--- config.mk ---
export PLATFORM = sky130hd
export DESIGN_NAME = tree_operand_loader
export DESIGN_NICKNAME = d
export VERILOG_FILES = /design/src/rtl/tree_operand_loader.sv
export SDC_FILE = /design/constraint.sdc
export NUM_CORES = 1
export LEC_CHECK = 0
export CORE_ASPECT_RATIO = 0.8
export CORE_UTILIZATION = 45
export DETAILED_ROUTE_END_ITERATION = 12
export GPL_TIMING_DRIVEN = 0
export HOLD_SLACK_MARGIN = 0.03
export MAX_ROUTING_LAYER = met4
export PLACE_DENSITY = 0.76
export SYNTH_ARGS = -nofsm -noshare
export SYNTH_HDL_FRONTEND = slang
export SYNTH_SLANG_ARGS = --single-unit
--- constraint.sdc ---
create_clock -name CLK -period 1.87 [get_ports CLK]
set_input_delay 0.187 -clock CLK [delete_from_list [all_inputs] [get_ports CLK]]
set_output_delay 0.187 -clock CLK [all_outputs]
set_load 0.02 [all_outputs]
--- src/rtl/tree_operand_loader.sv ---
// Serial-to-parallel operand loader for the 8-input adder tree: packs eight words into lanes A..H
// and holds them until acknowledged. Define LOADER_ZERO_PAD_EN to add IN_LAST for short frames.
module tree_operand_loader #(
    parameter int WIDTH     = 16,
    parameter int CNT_WIDTH = 8
) (
    input  logic                 CLK,
    input  logic                 RST_N,
    input  logic [WIDTH-1:0]     IN_DATA,
    input  logic                 IN_VALID,
`ifdef LOADER_ZERO_PAD_EN
    input  logic                 IN_LAST,
`endif
    output logic                 IN_READY,
    input  logic                 FLUSH,
    input  logic                 FRAME_ACK,
    output logic [WIDTH-1:0]     A,
    output logic [WIDTH-1:0]     B,
    output logic [WIDTH-1:0]     C,
    output logic [WIDTH-1:0]     D,
    output logic [WIDTH-1:0]     E,
    output logic [WIDTH-1:0]     F,
    output logic [WIDTH-1:0]     G,
    output logic [WIDTH-1:0]     H,
    output logic                 FRAME_VALID,
    output logic [2:0]           FILL_IDX,
    output logic [CNT_WIDTH-1:0] FRAME_CNT
);

    typedef enum logic {
        FILL = 1'b0,
        HOLD = 1'b1
    } state_t;

    state_t               state_q;
    logic [WIDTH-1:0]     lane_q [8];
    logic [2:0]           fill_idx_q;
    logic                 frame_valid_q;
    logic [CNT_WIDTH-1:0] frame_cnt_q;
    logic                 close_early;

`ifdef LOADER_ZERO_PAD_EN
    assign close_early = IN_LAST;
`else
    assign close_early = 1'b0;
`endif

    // In FILL every presented word is taken, so the handshake reduces to IN_VALID there.
    assign IN_READY = (state_q == FILL);

    // NOTE: the lane array is reset explicitly because the spec'd outputs must read 0 after
    // reset, and unwritten lanes must read 0 for zero-padded frames; a plain RAM could not do this.
    // NOTE: all state below uses non-blocking assignments so every register samples the
    // pre-edge values, independent of statement order.
    always_ff @(posedge CLK or negedge RST_N) begin
        if (!RST_N) begin
            state_q       <= FILL;
            fill_idx_q    <= '0;
            frame_valid_q <= 1'b0;
            frame_cnt_q   <= '0;
            for (int i = 0; i < 8; i++) lane_q[i] <= '0;
        end else if (FLUSH) begin
            state_q       <= FILL;
            fill_idx_q    <= '0;
            frame_valid_q <= 1'b0;
            for (int i = 0; i < 8; i++) lane_q[i] <= '0;
        end else begin
            case (state_q)
                FILL: begin
                    if (IN_VALID) begin
                        lane_q[fill_idx_q] <= IN_DATA;
                        if (fill_idx_q == 3'd7 || close_early) begin
                            state_q       <= HOLD;
                            frame_valid_q <= 1'b1;
                            fill_idx_q    <= '0;
                        end else begin
                            fill_idx_q <= fill_idx_q + 3'd1;
                        end
                    end
                end
                HOLD: begin
                    // Lanes are cleared on release so a short frame later sees zeros above its last lane.
                    if (FRAME_ACK) begin
                        state_q       <= FILL;
                        frame_valid_q <= 1'b0;
                        frame_cnt_q   <= frame_cnt_q + CNT_WIDTH'(1);
                        for (int i = 0; i < 8; i++) lane_q[i] <= '0;
                    end
                end
                default: state_q <= FILL;
            endcase
        end
    end

    assign A           = lane_q[0];
    assign B           = lane_q[1];
    assign C           = lane_q[2];
    assign D           = lane_q[3];
    assign E           = lane_q[4];
    assign F           = lane_q[5];
    assign G           = lane_q[6];
    assign H           = lane_q[7];
    assign FRAME_VALID = frame_valid_q;
    assign FILL_IDX    = fill_idx_q;
    assign FRAME_CNT   = frame_cnt_q;

endmodule

Word level (Yosys, flattened, before mapping)
Cells that the tools add are included.
- bits in registers: 141
- input port bits: 21
- output and inout port bits: 141
- add/sub/neg operators: 2
- $lt $le $gt $ge: 2
- eq/ne operators: 5
- muxes and demuxes: 21
- bitwise operators: 3
- reduce and logical (&&, ||, !) cells: 6
- operator list (cell ; count):
    2-to-1 mux 128 bit ; 3
    case mux 128 bit (2 select lines) ; 1
    bitwise mux 128 bit ; 1
    demux 16 bit (select 3 bit) ; 1
    2-to-1 mux 16 bit ; 1
    2-to-1 mux 3 bit ; 4
    adder 8 x 1 -> 8 bit, second input constant ; 1
    2-to-1 mux 1 bit ; 8
    AND reduction 3 bit ; 2
    greater-or-equal comparator 4 bit, second input constant ; 1
    less-than comparator 4 x 1 -> 1 bit, second input constant ; 1
    NOT 3 -> 4 bit ; 1
    case mux 1 bit (2 select lines) ; 2
    AND reduction 2 bit ; 2
    adder 3 x 1 -> 3 bit, second input constant ; 1
    equality test 3 bit, second input constant ; 1
    != test 3 x 1 -> 1 bit, second input constant ; 1
    != test 3 x 2 -> 1 bit, second input constant ; 1
    != test 3 bit, second input constant ; 1
    != test 2 bit, second input constant ; 1
    NOT 1 bit ; 2
    nonzero test 2 bit ; 1
    logical AND 1 bit ; 1

Longest topological paths before layout
Gate-level depths: netlist of the first run.
- depth in word-level cells: 9
- gate-level depth with buffers: 6
- gate-level depth less buffers: 5

Least setup slack after synthesis of the first run
Ideal clock, no wire load.
- path type: register to register
- start point: reg state_q
- end point: reg lane_q (netlist bit A[10])
- library setup time: 122 ps
- data arrival time: 1508 ps
- data required time: 1748 ps
- slack: 241 ps
- stages on the path, launching flop included: 6
- clock period less this slack: 1629 ps
- cell sequence: dfrtp_1 > buf_6 > mux2_4 > o211a_4 > buf_2 > a32o_1
- word-level cells in the longest chain between the ends: 3
- ends and longest elaborated chain (item ; line ; source):
    start: declaration ; 35 ; state_t state_q;
    start signal: assignment ; 57 ; state_q <= FILL;
    start signal: assignment ; 63 ; state_q <= FILL;
    start signal: assignment ; 73 ; state_q <= HOLD;
    NOT 1 bit ; n/a ;
    case mux 128 bit (2 select lines) or != test 3 x 2 -> 1 bit (tied branches) ; n/a ;
    2-to-1 mux 128 bit or AND reduction 2 bit (tied branches) ; n/a ;
    end signal: indexed assignment ; 71 ; lane_q[fill_idx_q] <= IN_DATA;
    end: declaration ; 36 ; logic [WIDTH-1:0] lane_q [8];
Parallel ways exist; a longest one is shown, timed or not.
A chain may end at the register's enable or synchronous reset.

Final worst setup path of the first run
- start point: reg state_q
- end point: reg lane_q (netlist bit D[14])
The elaborated chain is that of the path after synthesis.

==> results of run 1 <==
==> worst paths after layout <==
| check | end | slack [ns] | cells after the start |
|---|---|---|---|
| worst max-delay path | D[14] | 0.04 | 6 |
| worst min-delay path | B[0] | 0.25 | 2 |
| worst max register to register | D[14] | 0.04 | 6 |
| worst min register to register | C[3] | 0.49 | 1 |
| max in group asynchronous | E[10] | 0.79 | 3 |
| min in group CLK | FILL_IDX[0] | 0.33 | 3 |
==> stage by stage <==
stage	power, W	setup TNS [ns]	hold slack [ns]
finish	0.00772	0	0.253
global route	0.00798	-0.0304	0.285
CTS	0.00776	0	0.259
detailed placement	0.00411	-7.96	0.144
global placement	0.00409	-660.23	0.462
floorplan	0.00369	0	-0.109
==> power by group through the flow <==
stage / logic, W / registers, W / clock network (W)
global placement: 0.000828 / 0.00326 / 0
floorplan: 0.000323 / 0.00337 / 0
finish: 0.000863 / 0.00321 / 0.00365
CTS: 0.000861 / 0.00321 / 0.00369
global route: 0.000924 / 0.00322 / 0.00384
detailed placement: 0.000855 / 0.00326 / 0
==> worst max-delay path, stage by stage, from the launching register on <==
cell	delay, ns
dfrtp_1	0.37
buf_6	0.14
mux2_4	0.38
buf_6	0.21
o22ai_4	0.29
buf_6	0.21
o2bb2ai_1	0.13
==> metal layers <==
layer  global-route usage, %  vias to the layer above
li1                        -                     1869
met1                    35.6                     2177
met2                    37.4                      167
met3                    8.80                       22
met4                    9.80                        0
met5                       -                        -
==> timing repair <==
item	CTS	global route
setup buffers	0	1
hold endpoints to repair	46	0
resized for setup	0	10
hold buffers	1	0
endpoints found under the setup margin	0	44
==> sequential cells by signal (all words and copies together) (netlist names) <==
signal	count
FRAME_VALID	1
E	16
H	16
C	16
D	16
G	16
A	16
FRAME_CNT	8
F	16
state_q	1
FILL_IDX	3
B	16
==> layout make-up <==
| class | instances | area share [%] |
|---|---|---|
| buffer | 28 | 2.60 |
| clock buffer | 22 | 5.95 |
| clock inverter | 10 | 1.97 |
| inverter | 4 | 0.185 |
| multi-input combinational | 211 | 23.4 |
| sequential | 141 | 43.4 |
| tap | 152 | 2.34 |
| timing repair buffer | 163 | 20.2 |
==> cell families (layout without fill, tap and decap cells) <==
logic type / count (synthesis) / count (layout) / synth area share, %
AOI/OAI and AO/OA: 147 / 147 / 26.2
buffers and inverters: 32 / 227 / 3.83
DFF: 141 / 141 / 62.8
xor gates and xnor gates: 7 / 7 / 1.09
muxes: 4 / 4 / 0.802
adders and majority gates: 3 / 3 / 0.668
and+or+nand+nor: 50 / 50 / 4.63
==> cell usage after synthesis (3+ instances only) <==
master,n,area [µm²]
nor2b_1,3,18.8
nor3_1,3,15.0
xor2_1,3,26.3
and3b_1,4,35.0
o22ai_4,8,160
o2bb2ai_1,108,946
ha_1,3,37.5
dfrtp_1,141,3530
buf_2,16,80.1
buf_6,9,101
inv_1,4,15.0
xnor2_1,4,35.0
o21ai_4,4,65.1
mux2i_1,3,30.0
a32o_1,16,160
nand4_1,3,18.8
nand2_1,21,78.8
nor2_1,8,30.0
o2bb2ai_2,4,60.1
==> metrics.cfg, run 1 <==
[outcome]
status=completed

[critical_path]
cp_max_fo=10
required_ns=2.20
arrival_ns=2.16
endpoint_kind=flip-flop
cp-start-kind=flip-flop
cp-startpoint=state_q
regToRegStartpoint=state_q
critPathKind=flip-flop to flip-flop

[cts]
cts_tree=done
htreeDepth=4
cts.clk_slew.worst_paths_ns=0.06
insertion_delay_ns=0.42
clock_sinks=141
cts_buffer_depth=2
clockRootBuffer=clkbuf_16
cts_made_buffers=17

[power]
ir_drop_v=0.000633
power.density_nw_per_um2=949
power_switching_w=0.00185
leakage_nw=3.43
p_int_w=0.00587
p_seq_share_pct=41.6
clkPwrFrac_pct=47.3
power_frac_comb_pct=11.2
p_sw_share_pct=24.0

[detailed_routing]
top_layer=met4
dr_wl_met3_um=1320
wl_per_cell_um=21.6
first_pass_iters=4
drt_wl_total_um=15800
drc=0
wl_met2_um=6990
vias=4235
drt_iter0_drc=278
ant_nets=0
drt-met1-wl_um=7250
viasPerCell=5.79

[final_layout]
antenna_cells=0
stdcell_count=731
final_common_cell=clkdlybuf4s50_1
final_cell_area_um2=8140
nets=590
layout_common_cells=clkdlybuf4s50_1 (159), dfrtp_1 (141), o2bb2ai_1 (108), nand2_1 (21), clkbuf_16 (17)
syn2layout_area_growth_pct=44.9
fillCellCount=841
multi_input_area_um2=1900
drive_above_1_share_pct=15.0
seq_area_um2=3530
final_util_pct=66.9

[floorplanning]
fp.dieH_um=102
row_count=36
fp.coreArea_um2=12200
initial_core_util_pct=46.2
dieWidth_um=127
die_area_um2=12900
boundaryPins=162

[sta]
maxSlewViolCount=0
fin_ws_ns=0.0388
hold_viol=0
fmax_mhz=546
timing.final.crit_share_pct=97.9
clock_skew_ns=0.00643
setup_violations=0
relSlewSlack_pct=67.1
min_period_ns=1.83
rsz0062_at_grt=yes
worst_pin_slew_ns=0.494

[global_route]
first_global_vias=4261
grt_pass1_wl_um=24400
grt_antenna_before_repair=0
grt_util_all_layers_pct=26.5
grt.overflow.total=0
grt_max_degree=96

[synth]
synthCells=384
synthFlopType=dfrtp_1
synth.yosys.seq_area_share_pct=62.8
synth-seq-cells=141
synth_cell_types=34
syn-num-nets=408
synth_edf_count=0
async_flop_share_pct=100
syn_avg_cell_area_um2=14.6
syn_area_um2=5620
yosys_warnings=0

[placed_design]
placedInstanceArea_um2=7440
gp_congestion=0.815
io_buffer_count=160
dp_cells=697
pre_cts_ws_ns=-0.159
place_hpwl_um=10800

[run]
drv_cap=0

[worst_hold_path]
hold_class=input port to async pin

(Power assumes the default switching activity.)
==> run 2: changes to the inputs <==
--- a/config.mk
+++ b/config.mk
@@ -6,12 +6,14 @@
 export NUM_CORES = 1
 export LEC_CHECK = 0
 export CORE_ASPECT_RATIO = 0.8
+export CORE_MARGIN = 2
 export CORE_UTILIZATION = 45
 export DETAILED_ROUTE_END_ITERATION = 12
 export GPL_TIMING_DRIVEN = 0
 export HOLD_SLACK_MARGIN = 0.03
 export MAX_ROUTING_LAYER = met4
 export PLACE_DENSITY = 0.76
+export SLEW_MARGIN = 20
 export SYNTH_ARGS = -nofsm -noshare
 export SYNTH_HDL_FRONTEND = slang
 export SYNTH_SLANG_ARGS = --single-unit
==> run 2 against run 1 <==
Compared with the run above:
- clock power decreased by 2%
- worst hold slack improved by 0.0058 ns
- via count increased by 0.28%
- wire length increased by 2.4%
- combinational power increased by 1%
- non-clock buffer count increased by 3
- first-iteration DRC count increased by 1.4%
- fmax increased by 1.7%
- final cell count increased by 0.27%
- sequential power about the same
- count of clock-buffer cells in the layout decreased by 1
- clock skew increased by 0.0035 ns
==> metrics.cfg, run 2 (same netlist as run 1, synthesis figures left out) <==
[final_layout]
syn2layout_area_growth_pct=44.8  ; was 44.9%
final_util_pct=66.9  ; about the same
layout_common_cells=clkdlybuf4s50_1 (159), dfrtp_1 (141), o2bb2ai_1 (108), nand2_1 (21), clkbuf_16 (17)  ; unchanged
nets=593  ; was 590
final_cell_area_um2=8130  ; was 8140 µm²
stdcell_count=733  ; was 731
final_common_cell=clkdlybuf4s50_1  ; unchanged
drive_above_1_share_pct=14.8  ; was 15.0%
antenna_cells=0  ; unchanged

[placed_design]
place_hpwl_um=11200  ; was 10800 µm
io_buffer_count=160  ; unchanged
gp_congestion=0.808  ; was 0.815
dp_cells=697  ; unchanged
placedInstanceArea_um2=7440  ; about the same
pre_cts_ws_ns=-0.142  ; was -0.159 ns

[cts]
clockRootBuffer=clkbuf_16  ; unchanged
clock_sinks=141  ; unchanged
cts_made_buffers=17  ; unchanged
cts.clk_slew.worst_paths_ns=0.06  ; about the same
insertion_delay_ns=0.42  ; about the same
cts_tree=done  ; unchanged
cts_buffer_depth=2  ; unchanged
htreeDepth=4  ; unchanged

[global_route]
grt.overflow.total=0  ; unchanged
grt_max_degree=98  ; was 96
grt_antenna_before_repair=0  ; unchanged
first_global_vias=4480  ; was 4261
grt_pass1_wl_um=25500  ; was 24400 µm
grt_util_all_layers_pct=26.1  ; was 26.5%

[run]
drv_cap=0  ; unchanged

[outcome]
status=completed  ; unchanged

[floorplanning]
row_count=36  ; unchanged
fp.coreArea_um2=12200  ; unchanged
fp.dieH_um=104  ; was 102 µm
die_area_um2=13400  ; was 12900 µm²
initial_core_util_pct=46.2  ; unchanged
dieWidth_um=129  ; was 127 µm
boundaryPins=162  ; unchanged

[critical_path]
critPathKind=flip-flop to flip-flop  ; unchanged
cp-start-kind=flip-flop  ; unchanged
reg2reg_depth=6  ; unchanged
arrival_ns=2.08  ; was 2.16 ns
endpoint_kind=flip-flop  ; unchanged
cp_max_fo=10  ; unchanged
required_ns=2.15  ; was 2.20 ns

[power]
power.total_w=0.00764  ; was 0.00772 W
power.density_nw_per_um2=939  ; was 949 nW/µm²
leakage_nw=3.42  ; was 3.43 nW
ir_drop_v=0.000710  ; was 0.000633 V

[detailed_routing]
first_pass_iters=5  ; was 4
vias=4247  ; was 4235
wl_per_cell_um=22.0  ; was 21.6 µm
drc=0  ; unchanged
drt_iter0_drc=282  ; was 278
ant_nets=0  ; unchanged
drt_wl_total_um=16200  ; was 15800 µm
viasPerCell=5.79  ; about the same

[sta]
min_period_ns=1.80  ; was 1.83 ns
fin_ws_ns=0.0686  ; was 0.0388 ns
relSlewSlack_pct=67.5  ; was 67.1%
maxSlewViolCount=0  ; unchanged
timing.final.crit_share_pct=96.3  ; was 97.9%
fmax_mhz=555  ; was 546 MHz
clock_skew_ns=0.00997  ; was 0.00643 ns
hold_viol=0  ; unchanged
setup_violations=0  ; unchanged
worst_pin_slew_ns=0.487  ; was 0.494 ns
rsz0062_at_grt=no  ; was yes

[worst_hold_path]
hold_class=input port to async pin  ; unchanged

[run 2: final timing paths]
path                          from          end  slack [ns]
setup / recovery           state_q        G[11]        0.07
hold / removal               RST_N         A[2]        0.26
setup reg to reg           state_q        G[11]        0.07
hold reg to reg               E[4]         E[4]        0.48
max in group asynchronous    RST_N         H[8]        0.83
min in group CLK             FLUSH  FILL_IDX[2]        0.34
[run 2: through the flow]
step	hold WS [ns]	setup TNS, ns
global placement	0.458	-651.02
detailed placement	0.0990	-6.82
finish	0.259	0
floorplan	-0.109	0
CTS	0.255	0
global route	0.274	0
[run 2: critical path, cell delays in order (launching register included)]
cell and delay [ns]:
dfrtp_1 0.37, buf_6 0.13, mux2_4 0.38, buf_6 0.20
o21ai_4 0.23, clkbuf_4 0.24, o2bb2ai_1 0.10
[run 2: where the power goes]
part           total (W)  switching, W  internal, W
Combinational   0.000872      0.000517     0.000355
Clock            0.00356       0.00126      0.00230
Sequential       0.00321     0.0000624      0.00315
Total            0.00764       0.00184      0.00580
[run 2: layout make-up]
type / count / area, µm²
plain buffers: 28 / 208
clock buffers: 21 / 460
clock inverters: 10 / 163
fillers: 842 / 4030
inverters: 4 / 15.0
multi-input cells: 211 / 1890
flip-flops and latches: 141 / 3530
well taps: 152 / 190
repair buffers: 166 / 1670
[run 2: what timing repair did]
action	in CTS	in global routing
setup endpoints to repair	0	39
resized for setup	0	7
buffers inserted	0	4
endpoints found under the hold margin	44	0
hold buffers	1	0
[run 2: layer usage]
metal  vias up  GRT usage (%)  part of all wire (%)
li1       1873              -                     -
met1      2159           35.6                    46
met2       188           37.0                    44
met3        27           9.31                   7.4
met4         0           8.00                   2.0
met5         -              -                     0
